File: src/rtl/cr_lz77_comp_sdec_pkg.sv
// Shared constants, token struct and skid-buffer state encoding for the
// LZ77 compressor match-select decoder.
package cr_lz77_comp_sdec_pkg;

  localparam int T_WIDTH  = 32;
  localparam int OI_WIDTH = 5;
  localparam int LEN_W    = $clog2(T_WIDTH + 1);
  localparam int MIN_LEN  = 3;

  typedef struct packed {
    logic                is_match;
    logic [LEN_W-1:0]    len;
    logic [OI_WIDTH-1:0] offset;
    logic                therm_err;
  } sdec_tok_t;

  typedef enum logic [1:0] {
    SDEC_EMPTY = 2'd0,
    SDEC_ONE   = 2'd1,
    SDEC_TWO   = 2'd2
  } sdec_state_e;

endpackage

File: src/rtl/cr_lz77_comp_sdec_if.sv
// Input (tree root result) and output (token) handshake bundle of the decoder.
interface cr_lz77_comp_sdec_if;
  import cr_lz77_comp_sdec_pkg::*;

  logic                in_valid;
  logic                in_ready;
  logic [T_WIDTH-1:0]  in_therm;
  logic [OI_WIDTH-1:0] in_offset;
  logic                out_valid;
  logic                out_ready;
  logic                out_is_match;
  logic [LEN_W-1:0]    out_len;
  logic [OI_WIDTH-1:0] out_offset;
  logic                out_therm_err;

  modport slave (
    input  in_valid, in_therm, in_offset, out_ready,
    output in_ready, out_valid, out_is_match, out_len, out_offset, out_therm_err
  );

  modport master (
    output in_valid, in_therm, in_offset, out_ready,
    input  in_ready, out_valid, out_is_match, out_len, out_offset, out_therm_err
  );

endinterface

File: src/rtl/cr_lz77_comp_therm2bin.sv
// Combinational thermometer-to-length converter: counts contiguous ones from
// bit 0 and flags any set bit found above the first zero.
module cr_lz77_comp_therm2bin
  import cr_lz77_comp_sdec_pkg::*;
(
  input  logic [T_WIDTH-1:0] therm,
  output logic [LEN_W-1:0]   len,
  output logic               therm_err
);

  logic gap_s;

  // Scan LSB upward; once a zero is seen, further ones are malformed.
  always_comb begin
    len       = '0;
    therm_err = 1'b0;
    gap_s     = 1'b0;
    for (int i = 0; i < T_WIDTH; i++) begin
      if (therm[i]) begin
        if (gap_s) begin
          therm_err = 1'b1;
        end else begin
          len = len + LEN_W'(1);
        end
      end else begin
        gap_s = 1'b1;
      end
    end
  end

endmodule

File: src/rtl/cr_lz77_comp_sdec.sv
// Root match-select decoder: decodes the merged length code into a token,
// buffers it through a two-entry skid stage and keeps token statistics.
module cr_lz77_comp_sdec
  import cr_lz77_comp_sdec_pkg::*;
(
  input  logic                   clk,
  input  logic                   rst,
  cr_lz77_comp_sdec_if.slave     bus,
  input  logic                   clr_stats,
  output logic [31:0]            match_cnt,
  output logic [31:0]            lit_cnt,
  output logic [15:0]            err_cnt
);

  logic [LEN_W-1:0] dec_len_s;
  logic             dec_err_s;
  sdec_tok_t        dec_tok_s;

  sdec_state_e state_q, state_d;
  sdec_tok_t   out_q, out_d, skid_q, skid_d;
  logic        out_valid_q, out_valid_d, in_ready_q, in_ready_d;
  logic [31:0] match_cnt_q, match_cnt_d, lit_cnt_q, lit_cnt_d;
  logic [15:0] err_cnt_q, err_cnt_d;
  logic        in_fire_s, out_fire_s;

  cr_lz77_comp_therm2bin u_therm2bin (
    .therm     (bus.in_therm),
    .len       (dec_len_s),
    .therm_err (dec_err_s)
  );

  // Literals carry no length/offset; the code error is still reported.
  always_comb begin
    dec_tok_s.is_match  = (dec_len_s >= LEN_W'(MIN_LEN));
    dec_tok_s.therm_err = dec_err_s;
    if (dec_tok_s.is_match) begin
      dec_tok_s.len    = dec_len_s;
      dec_tok_s.offset = bus.in_offset;
    end else begin
      dec_tok_s.len    = '0;
      dec_tok_s.offset = '0;
    end
  end

  assign in_fire_s  = bus.in_valid & in_ready_q;
  assign out_fire_s = out_valid_q & bus.out_ready;

  // Skid-buffer next state; in_ready depends only on state so it can be a flop.
  always_comb begin
    state_d     = state_q;
    out_d       = out_q;
    skid_d      = skid_q;
    out_valid_d = out_valid_q;
    in_ready_d  = in_ready_q;
    case (state_q)
      SDEC_EMPTY: begin
        if (in_fire_s) begin
          out_d       = dec_tok_s;
          state_d     = SDEC_ONE;
          out_valid_d = 1'b1;
        end else begin
          state_d = SDEC_EMPTY;
        end
      end
      SDEC_ONE: begin
        if (in_fire_s && !out_fire_s) begin
          skid_d     = dec_tok_s;
          state_d    = SDEC_TWO;
          in_ready_d = 1'b0;
        end else if (in_fire_s && out_fire_s) begin
          out_d = dec_tok_s;
        end else if (out_fire_s) begin
          state_d     = SDEC_EMPTY;
          out_valid_d = 1'b0;
        end else begin
          state_d = SDEC_ONE;
        end
      end
      SDEC_TWO: begin
        if (out_fire_s) begin
          out_d      = skid_q;
          state_d    = SDEC_ONE;
          in_ready_d = 1'b1;
        end else begin
          state_d = SDEC_TWO;
        end
      end
      default: begin
        state_d     = SDEC_EMPTY;
        out_valid_d = 1'b0;
        in_ready_d  = 1'b1;
      end
    endcase
  end

  // Statistics follow the token leaving the stage; clear wins over increments.
  always_comb begin
    match_cnt_d = match_cnt_q;
    lit_cnt_d   = lit_cnt_q;
    err_cnt_d   = err_cnt_q;
    if (clr_stats) begin
      match_cnt_d = 32'd0;
      lit_cnt_d   = 32'd0;
      err_cnt_d   = 16'd0;
    end else if (out_fire_s) begin
      if (out_q.is_match) begin
        match_cnt_d = match_cnt_q + 32'd1;
      end else begin
        lit_cnt_d = lit_cnt_q + 32'd1;
      end
      if (out_q.therm_err && (err_cnt_q != 16'hFFFF)) begin
        err_cnt_d = err_cnt_q + 16'd1;
      end else begin
        err_cnt_d = err_cnt_q;
      end
    end else begin
      err_cnt_d = err_cnt_q;
    end
  end

  // State, payload and statistics registers.
  always_ff @(posedge clk or posedge rst) begin
    if (rst) begin
      state_q     <= SDEC_EMPTY;
      out_q       <= '0;
      skid_q      <= '0;
      out_valid_q <= 1'b0;
      in_ready_q  <= 1'b1;
      match_cnt_q <= 32'd0;
      lit_cnt_q   <= 32'd0;
      err_cnt_q   <= 16'd0;
    end else begin
      state_q     <= state_d;
      out_q       <= out_d;
      skid_q      <= skid_d;
      out_valid_q <= out_valid_d;
      in_ready_q  <= in_ready_d;
      match_cnt_q <= match_cnt_d;
      lit_cnt_q   <= lit_cnt_d;
      err_cnt_q   <= err_cnt_d;
    end
  end

  assign bus.in_ready      = in_ready_q;
  assign bus.out_valid     = out_valid_q;
  assign bus.out_is_match  = out_q.is_match;
  assign bus.out_len       = out_q.len;
  assign bus.out_offset    = out_q.offset;
  assign bus.out_therm_err = out_q.therm_err;
  assign match_cnt         = match_cnt_q;
  assign lit_cnt           = lit_cnt_q;
  assign err_cnt           = err_cnt_q;

endmodule

File: src/flat_wrapper.sv
// flat-port wrapper written by rule: the top's interface ports become plain ports
module cr_lz77_comp_sdec_flat import cr_lz77_comp_sdec_pkg::*;
  (clk, rst, clr_stats, match_cnt, lit_cnt, err_cnt, bus_in_valid, bus_in_therm, bus_in_offset, bus_out_ready, bus_in_ready, bus_out_valid, bus_out_is_match, bus_out_len, bus_out_offset, bus_out_therm_err);
  cr_lz77_comp_sdec_if bus_i ();
  input  logic clk;
  input  logic rst;
  input  logic clr_stats;
  output logic [31:0] match_cnt;
  output logic [31:0] lit_cnt;
  output logic [15:0] err_cnt;
  input wire logic [$bits(bus_i.in_valid)-1:0] bus_in_valid;
  input wire logic [$bits(bus_i.in_therm)-1:0] bus_in_therm;
  input wire logic [$bits(bus_i.in_offset)-1:0] bus_in_offset;
  input wire logic [$bits(bus_i.out_ready)-1:0] bus_out_ready;
  output wire logic [$bits(bus_i.in_ready)-1:0] bus_in_ready;
  output wire logic [$bits(bus_i.out_valid)-1:0] bus_out_valid;
  output wire logic [$bits(bus_i.out_is_match)-1:0] bus_out_is_match;
  output wire logic [$bits(bus_i.out_len)-1:0] bus_out_len;
  output wire logic [$bits(bus_i.out_offset)-1:0] bus_out_offset;
  output wire logic [$bits(bus_i.out_therm_err)-1:0] bus_out_therm_err;
  assign bus_i.in_valid = bus_in_valid;
  assign bus_i.in_therm = bus_in_therm;
  assign bus_i.in_offset = bus_in_offset;
  assign bus_i.out_ready = bus_out_ready;
  assign bus_in_ready = bus_i.in_ready;
  assign bus_out_valid = bus_i.out_valid;
  assign bus_out_is_match = bus_i.out_is_match;
  assign bus_out_len = bus_i.out_len;
  assign bus_out_offset = bus_i.out_offset;
  assign bus_out_therm_err = bus_i.out_therm_err;
  cr_lz77_comp_sdec u_core (.clk(clk), .rst(rst), .bus(bus_i), .clr_stats(clr_stats), .match_cnt(match_cnt), .lit_cnt(lit_cnt), .err_cnt(err_cnt));
endmodule
File: config.mk
export PLATFORM = sky130hd
export DESIGN_NAME = cr_lz77_comp_sdec_flat
export DESIGN_NICKNAME = d
export VERILOG_FILES = /design/src/rtl/cr_lz77_comp_sdec_pkg.sv /design/src/rtl/cr_lz77_comp_sdec_if.sv /design/src/rtl/cr_lz77_comp_therm2bin.sv /design/src/rtl/cr_lz77_comp_sdec.sv /design/src/flat_wrapper.sv
export SDC_FILE = /design/constraint.sdc
export NUM_CORES = 1
export LEC_CHECK = 0
export ABC_CLOCK_PERIOD_IN_PS = 3200
export BUFFER_PORTS_ARGS = -buffer_cell sky130_fd_sc_hd__buf_2
export CORE_MARGIN = 2
export CORE_UTILIZATION = 54
export CTS_BUF_LIST = sky130_fd_sc_hd__clkbuf_16
export DETAILED_ROUTE_END_ITERATION = 7
export PLACE_DENSITY = 0.78
export SYNTH_ARGS = -nofsm -noshare
export SYNTH_HDL_FRONTEND = slang
export SYNTH_SLANG_ARGS = --single-unit
File: constraint.sdc
create_clock -name clk -period 3.2 [get_ports clk]
set_input_delay 0.16 -clock clk [delete_from_list [all_inputs] [get_ports clk]]
set_output_delay 0.16 -clock clk [all_outputs]
set_load 0.1 [all_outputs]
# Word-level counts from Yosys, hierarchy flattened
# Index checks and enable logic that the tools add are counted.
[classes]
order_cmp = 1
mux = 184
add_sub_neg = 34
n_reduce_logical = 16
bitwise_logic = 4
n_eq_ne = 12
[ops]
columns = ["op", "n"]
rows = [
  ["$mux W6", 62],
  ["$mux W32", 6],
  ["$add A6 B1 Y6 const B", 30],
  ["$mux W1", 101],
  ["$add A32 B1 Y32 const B", 2],
  ["$mux W13", 4],
  ["$mux W16", 3],
  ["$pmux W13 S3", 1],
  ["$add A16 B1 Y16 const B", 1],
  ["$ne A16 B16 Y1 const B", 1],
  ["$mux W11", 1],
  ["$ne A2 B1 Y1 const B", 5],
  ["$reduce_and A5 Y1", 2],
  ["$reduce_and A2 Y1", 4],
  ["$ge A6 B2 Y1 const B", 1],
  ["$mux W2", 3],
  ["$ne A2 B2 Y1 const B", 3],
  ["$pmux W1 S3", 2],
  ["$pmux W2 S3", 1],
  ["$reduce_bool A2 Y1", 3],
  ["$logic_and A1 B1 Y1", 3],
  ["$ne A3 B2 Y1 const B", 1],
  ["$reduce_and A3 Y1", 1],
  ["$reduce_bool A3 Y1", 1],
  ["7 further kinds", 9],
]
[word_totals]
output_inout_bits = 95
register_bits = 110

# Logic depth before layout (Yosys ltp)
[depth]
word_depth = 99
ltp_mapped = 84
ltp_nobuf = 83

# Modules after synthesis
# From an unflattened synthesis, not the netlist that was laid out.
[unflattened]
cells_unflattened = 1237
area_unflattened_um2 = 10058.4
[by_module_without_submodules]
columns = ["mod", "cells_each", "n_inst", "area_per_inst_um2", "seq_area_each_um2"]
rows = [
  ["cr_lz77_comp_sdec", 566, 1, 5554.1, 2753.9],
  ["cr_lz77_comp_therm2bin", 671, 1, 4504.3, 0.0],
]

# Worst setup path before layout
# No wires, ideal clock.
[synth_timing]
path_type = "input port to flip-flop"
from = "in bus_in_therm[0]"
to = "reg u_core.skid_q[1] (netlist name)"
setup_ns = 0.121
cell_stages = 83
arrival_ns = 13.477
setup_slack_ns = -10.398
path_buffers = 1
cell_sequence = "nand2_1 inv_1 ha_1 mux2_2 ha_1 nor2_1 nor2_1 ha_1 o21ai_0 ha_1 nand2_1 and2_1 a21o_1 and4_2 a21o_1 ha_1 nand2_1 o21ai_0 [... 47 more ...] a21o_1 ha_1 mux2i_1 o21bai_1 ha_1 nand2_1 xnor2_1 nand2_1 xnor2_1 nand2_1 xnor2_1 inv_1 a211oi_1 nand4_1 mux2_4 and4_4 buf_6 a22o_1"
[synth_between]
elab_chain_len = 96
word_cells_on_any_way = 127
classes_between = "add/sub (31); order compare (1); mux (95)"
[synth_rtl]
columns = ["item", "line_no", "text"]
rows = [
  ["start, declared", "flat_wrapper.sv:12", "input wire logic [$bits(bus_i.in_therm)-1:0] bus_in_therm;"],
  ["$mux W1", "cr_lz77_comp_therm2bin.sv:19", "if (therm[i]) begin"],
  ["$add A1 B1 Y2", "cr_lz77_comp_therm2bin.sv:23", "len = len + LEN_W'(1);"],
  ["$mux W6", "cr_lz77_comp_therm2bin.sv:20", "if (gap_s) begin"],
  ["$mux W6", "cr_lz77_comp_therm2bin.sv:19", ""],
  ["$add A6 B1 Y6", "cr_lz77_comp_therm2bin.sv:23", ""],
  ["$mux W6", "cr_lz77_comp_therm2bin.sv:20", ""],
  ["$mux W6", "cr_lz77_comp_therm2bin.sv:19", ""],
  ["$add A6 B1 Y6", "cr_lz77_comp_therm2bin.sv:23", ""],
  ["[... 80 more ...]", "-", ""],
  ["$add A6 B1 Y6", "cr_lz77_comp_therm2bin.sv:23", ""],
  ["$mux W6", "cr_lz77_comp_therm2bin.sv:20", ""],
  ["$mux W6", "cr_lz77_comp_therm2bin.sv:19", ""],
  ["$add A6 B1 Y6", "cr_lz77_comp_therm2bin.sv:23", ""],
  ["$mux W6", "cr_lz77_comp_therm2bin.sv:20", ""],
  ["$mux W6 *", "cr_lz77_comp_therm2bin.sv:19", ""],
  ["$ge A6 B2 Y1 *", "cr_lz77_comp_sdec.sv:34", "dec_tok_s.is_match = (dec_len_s >= LEN_W'(MIN_LEN));"],
  ["$mux W11 *", "cr_lz77_comp_sdec.sv:36", "if (dec_tok_s.is_match) begin"],
  ["end signal, assigned", "cr_lz77_comp_sdec.sv:135", "skid_q <= skid_d;"],
  ["end, declared", "cr_lz77_comp_sdec.sv:20", "sdec_tok_t out_q, out_d, skid_q, skid_d;"],
]
# Mark *: on every way between the ends. The rest lies on a longest branch, timed or not.
# A chain may end at the register's enable or synchronous reset.

# Worst setup path in the final report
[layout_timing]
from = "in bus_in_therm[0]"
to = "reg u_core.skid_q[3] (netlist name)"
# Same word-level chain as after synthesis.

==> impl_metrics.tcl <==
set metrics [dict create \
    pwr_density_cell_mw_per_mm2 225 \
    rows 50 \
    ys_seq_area_share_pct 26.6 \
    die_y_um 143 \
    synth_cells 1303 \
    syn_nets 1378 \
    synth_top_area_cell "dfrtp_1" \
    clk_latency_ns 0.35 \
    cp-start-kind "primary input" \
    first_iter_violations 1018 \
    fp.coreArea_sq_mm 0.0188 \
    grt_pass1_wl_um 54000 \
    hold_violations 0 \
    slew_headroom_pct 39.9 \
    grt_max_degree 59 \
    routabilityCongestion 0.940 \
    clock_sinks 110 \
    slowest_stage "ha_1" \
    ys_ff_latch 110 \
    status "finished, violations left" \
    yosysTopAreaCellShare_pct 26.3 \
    grt_pass1_vias 11418 \
    multi_input_comb_area_sq_mm 0.00761 \
    maxCapViolations 0 \
    fmax_mhz 72.5 \
    fillers 1210 \
    synth_cell_types 107 \
    yosysWarnings 0 \
    synth_mux_area_share_pct 4.70 \
    grt_overflow 0 \
    vias_per_cell 6.04 \
    dr.pass1.iters 5 \
    violations "negative setup slack" \
    hpwl_um 23900 \
    nets 1845 \
    start_util_pct 55.2 \
    synth_compound_area_share_pct 17.3 \
    worst_slack_ns -10.60 \
    track_usage_pct 31.9 \
    critPathMaxFanout 8 \
    crit_type "primary input to register" \
    total_leakage_power_uw 0.00684 \
    whs_path_depth 2 \
    tightest_slew_ns 0.890 \
    whs_ns 0.0664 \
    postLayoutCoreUtil_pct 78.0 \
    irDropWorstVdd_mv 0.268 \
    synth_xor_area_share_pct 12.1 \
    syn_to_final_growth_pct 41.3 \
    htree_levels 3 \
    end_kind "register" \
    cpMostUsedCell "ha_1" \
    synth-edff-count 0 \
    required_ns 3.43 \
    wirelength_um 34300 \
    vias 12143 \
    port_buffers 136 \
    synth_flop_cell "dfrtp_1" \
    cts_root_buf "clkbuf_16" \
    ff2ff_setup_slack_ns 0.41 \
    crit_arrival_ns 14.03 \
    period_share_pct 431 \
    synthSimpleGateAreaFrac_pct 30.6 \
    clockBufferDepth 2 \
    ant_nets 0 \
    synth_area_sq_mm 0.0104 \
    min_period_ns 13.80 \
    antenna_found_initial 1 \
    synth_area_leaders "dfrtp_1 (26%), nor2_1 (6.1%), xor2_1 (5.2%), nand2_1 (5.1%), xnor2_1 (4.1%)" \
    ff2ff_path_depth 10 \
    synthAdderAreaFrac_pct 4.08 \
    setup_viol 26 \
    post_drt_wl_per_cell_um 17.1 \
    drc_errors 0 \
    drive_above_1_share_pct 37.6 \
    clk_pin_slew_ns 0.07 \
    drv_slew 0 \
    hold_path.class "primary input to register" \
    die_area_sq_mm 0.0203 \
    fin_skew_ns 0.0106 \
    regArea_sq_mm 0.00276 \
    r2r-end "u_core.match_cnt[31]" \
    cp_slowest_stage_delay_ns 0.34 \
    num_io_pins 137 \
    async_flop_share_pct 100 \
    hold_path.startpoint "bus_in_offset[0]" \
    cts_tree "done" \
    synth_top_family_by_area "simple AND/OR/NAND/NOR gates" \
    cts_buffers 9 \
    syn_area_per_cell_sq_um 7.95 \
    rr_startpoint "u_core.bus.out_is_match" \
    rsz0062_at_grt "true" \
    hold_end "u_core.skid_q[1]" \
    die_w_um 143 \
]
==> flip-flops by register name, summed over array words and instances (netlist names) <==
name	cells
u_core.bus.out_therm_err	1
u_core.bus.in_ready	1
u_core.bus.out_valid	1
u_core.lit_cnt	32
u_core.bus.out_is_match	1
u_core.err_cnt	16
u_core.bus.out_offset	5
u_core.bus.out_len	6
u_core.skid_q	13
u_core.state_q	2
u_core.match_cnt	32
==> layout make-up <==
| class | instances | share of cell area (%) |
|---|---|---|
| multi-input cells | 1102 | 52.0 |
| repair buffers | 512 | 24.4 |
| flip-flops and latches | 110 | 18.8 |
| well taps | 234 | 2.00 |
| clock buffers | 9 | 1.54 |
| inverters | 35 | 0.914 |
| clock inverters | 7 | 0.316 |
| diodes | 1 | 0.0171 |
==> where the power goes <==
part / total, uW / switching [uW] / internal (uW)
clock: 1040 / 512 / 530
combinational: 868 / 451 / 418
sequential: 1390 / 0.0000000000000542 / 1390
total: 3300 / 962 / 2340
==> layer usage <==
metal	vias up	routed length, um	part of all wire [%]	GRT usage [%]
met3	108	2360	6.9	3.57
met4	0	1090	3.2	8.81
met1	5803	14300	42	41.7
li1	5636	-	-	-
met5	-	0	0	0
met2	596	16600	48	56.1
==> critical path: cells and delay by family <==
family,cells,cell delay (ns)
compound gates,26,3.97
mux,11,2.05
xor+xnor,4,0.71
simple gates,15,1.75
buf+inv,11,1.24
fa+ha+maj,15,4.12
==> metrics by stage <==
step	setup slack, ns	power (uW)	TNS (ns)	instances	area [sq um]
2_1_floorplan	-9.59	1800	-219.67	1303	10500
6_report	-10.60	3300	-245.78	2010	14600
3_3_place_gp	-9.66	2100	-225.79	1945	13700
3_5_place_dp	-10.39	2130	-242.61	1945	13700
4_1_cts	-9.63	3210	-224.25	2001	14400
5_1_grt	-11.23	3440	-261.56	2009	14600
==> timing repair <==
item / CTS / global route
endpoints found under the hold margin: 56 / 0
setup buffers: 41 / 8
setup endpoints to repair: 26 / 26
resized for setup: 39 / 27
pin swaps: 81 / 39
hold buffers: 1 / 0
==> synthesized netlist by cell type, drive strengths merged, types with 19 or more instances <==
library cell  number
xor2              64
inv               35
o21ai             67
nor2             172
xnor2             53
nand3             82
and3              27
ha                33
nor3              37
a31oi             21
nand4             37
nand2            143
a21oi             74
or3               28
clkbuf            37
buf               19
dfrtp            109
mux2i             35
==> logic make-up (layout without fill, tap and decap cells) <==
group,Yosys count,after routing
compound gates,274,274
xor+xnor,125,125
fa+ha+maj,34,34
buf+inv,91,563
flops,110,110
mux,44,44
other cells,0,1
simple gates,625,625
==> cell usage in the layout, fill, tap and decap left out, drive strengths merged, types with 18 or more instances in the layout <==
master / synthesis / layout
o21ai: 67 / 67
and3: 27 / 27
ha: 33 / 33
nand3: 82 / 82
a211oi: 18 / 18
a31oi: 21 / 21
and2: 18 / 18
or3: 28 / 28
mux2i: 35 / 35
xor2: 64 / 64
xnor2: 53 / 53
nor2: 172 / 172
inv: 35 / 38
a21oi: 74 / 74
nand4: 37 / 37
dfrtp: 109 / 109
buf: 19 / 511
nor3: 37 / 37
nand2: 143 / 143
==> worst max-delay path by stage <==
stage	startpoint	to	slack (ns)	cells after the start
2_1_floorplan	bus_in_therm[0]	u_core.skid_q[6]	-9.59	81
3_3_place_gp	bus_in_therm[0]	u_core.skid_q[1]	-9.66	83
3_5_place_dp	bus_in_therm[0]	u_core.skid_q[1]	-10.39	80
4_1_cts	bus_in_therm[0]	u_core.skid_q[3]	-9.63	83
5_1_grt	bus_in_therm[0]	u_core.skid_q[3]	-11.23	82
6_report	bus_in_therm[0]	u_core.skid_q[3]	-10.60	82
Note: power is estimated with default switching activity, not from simulation.
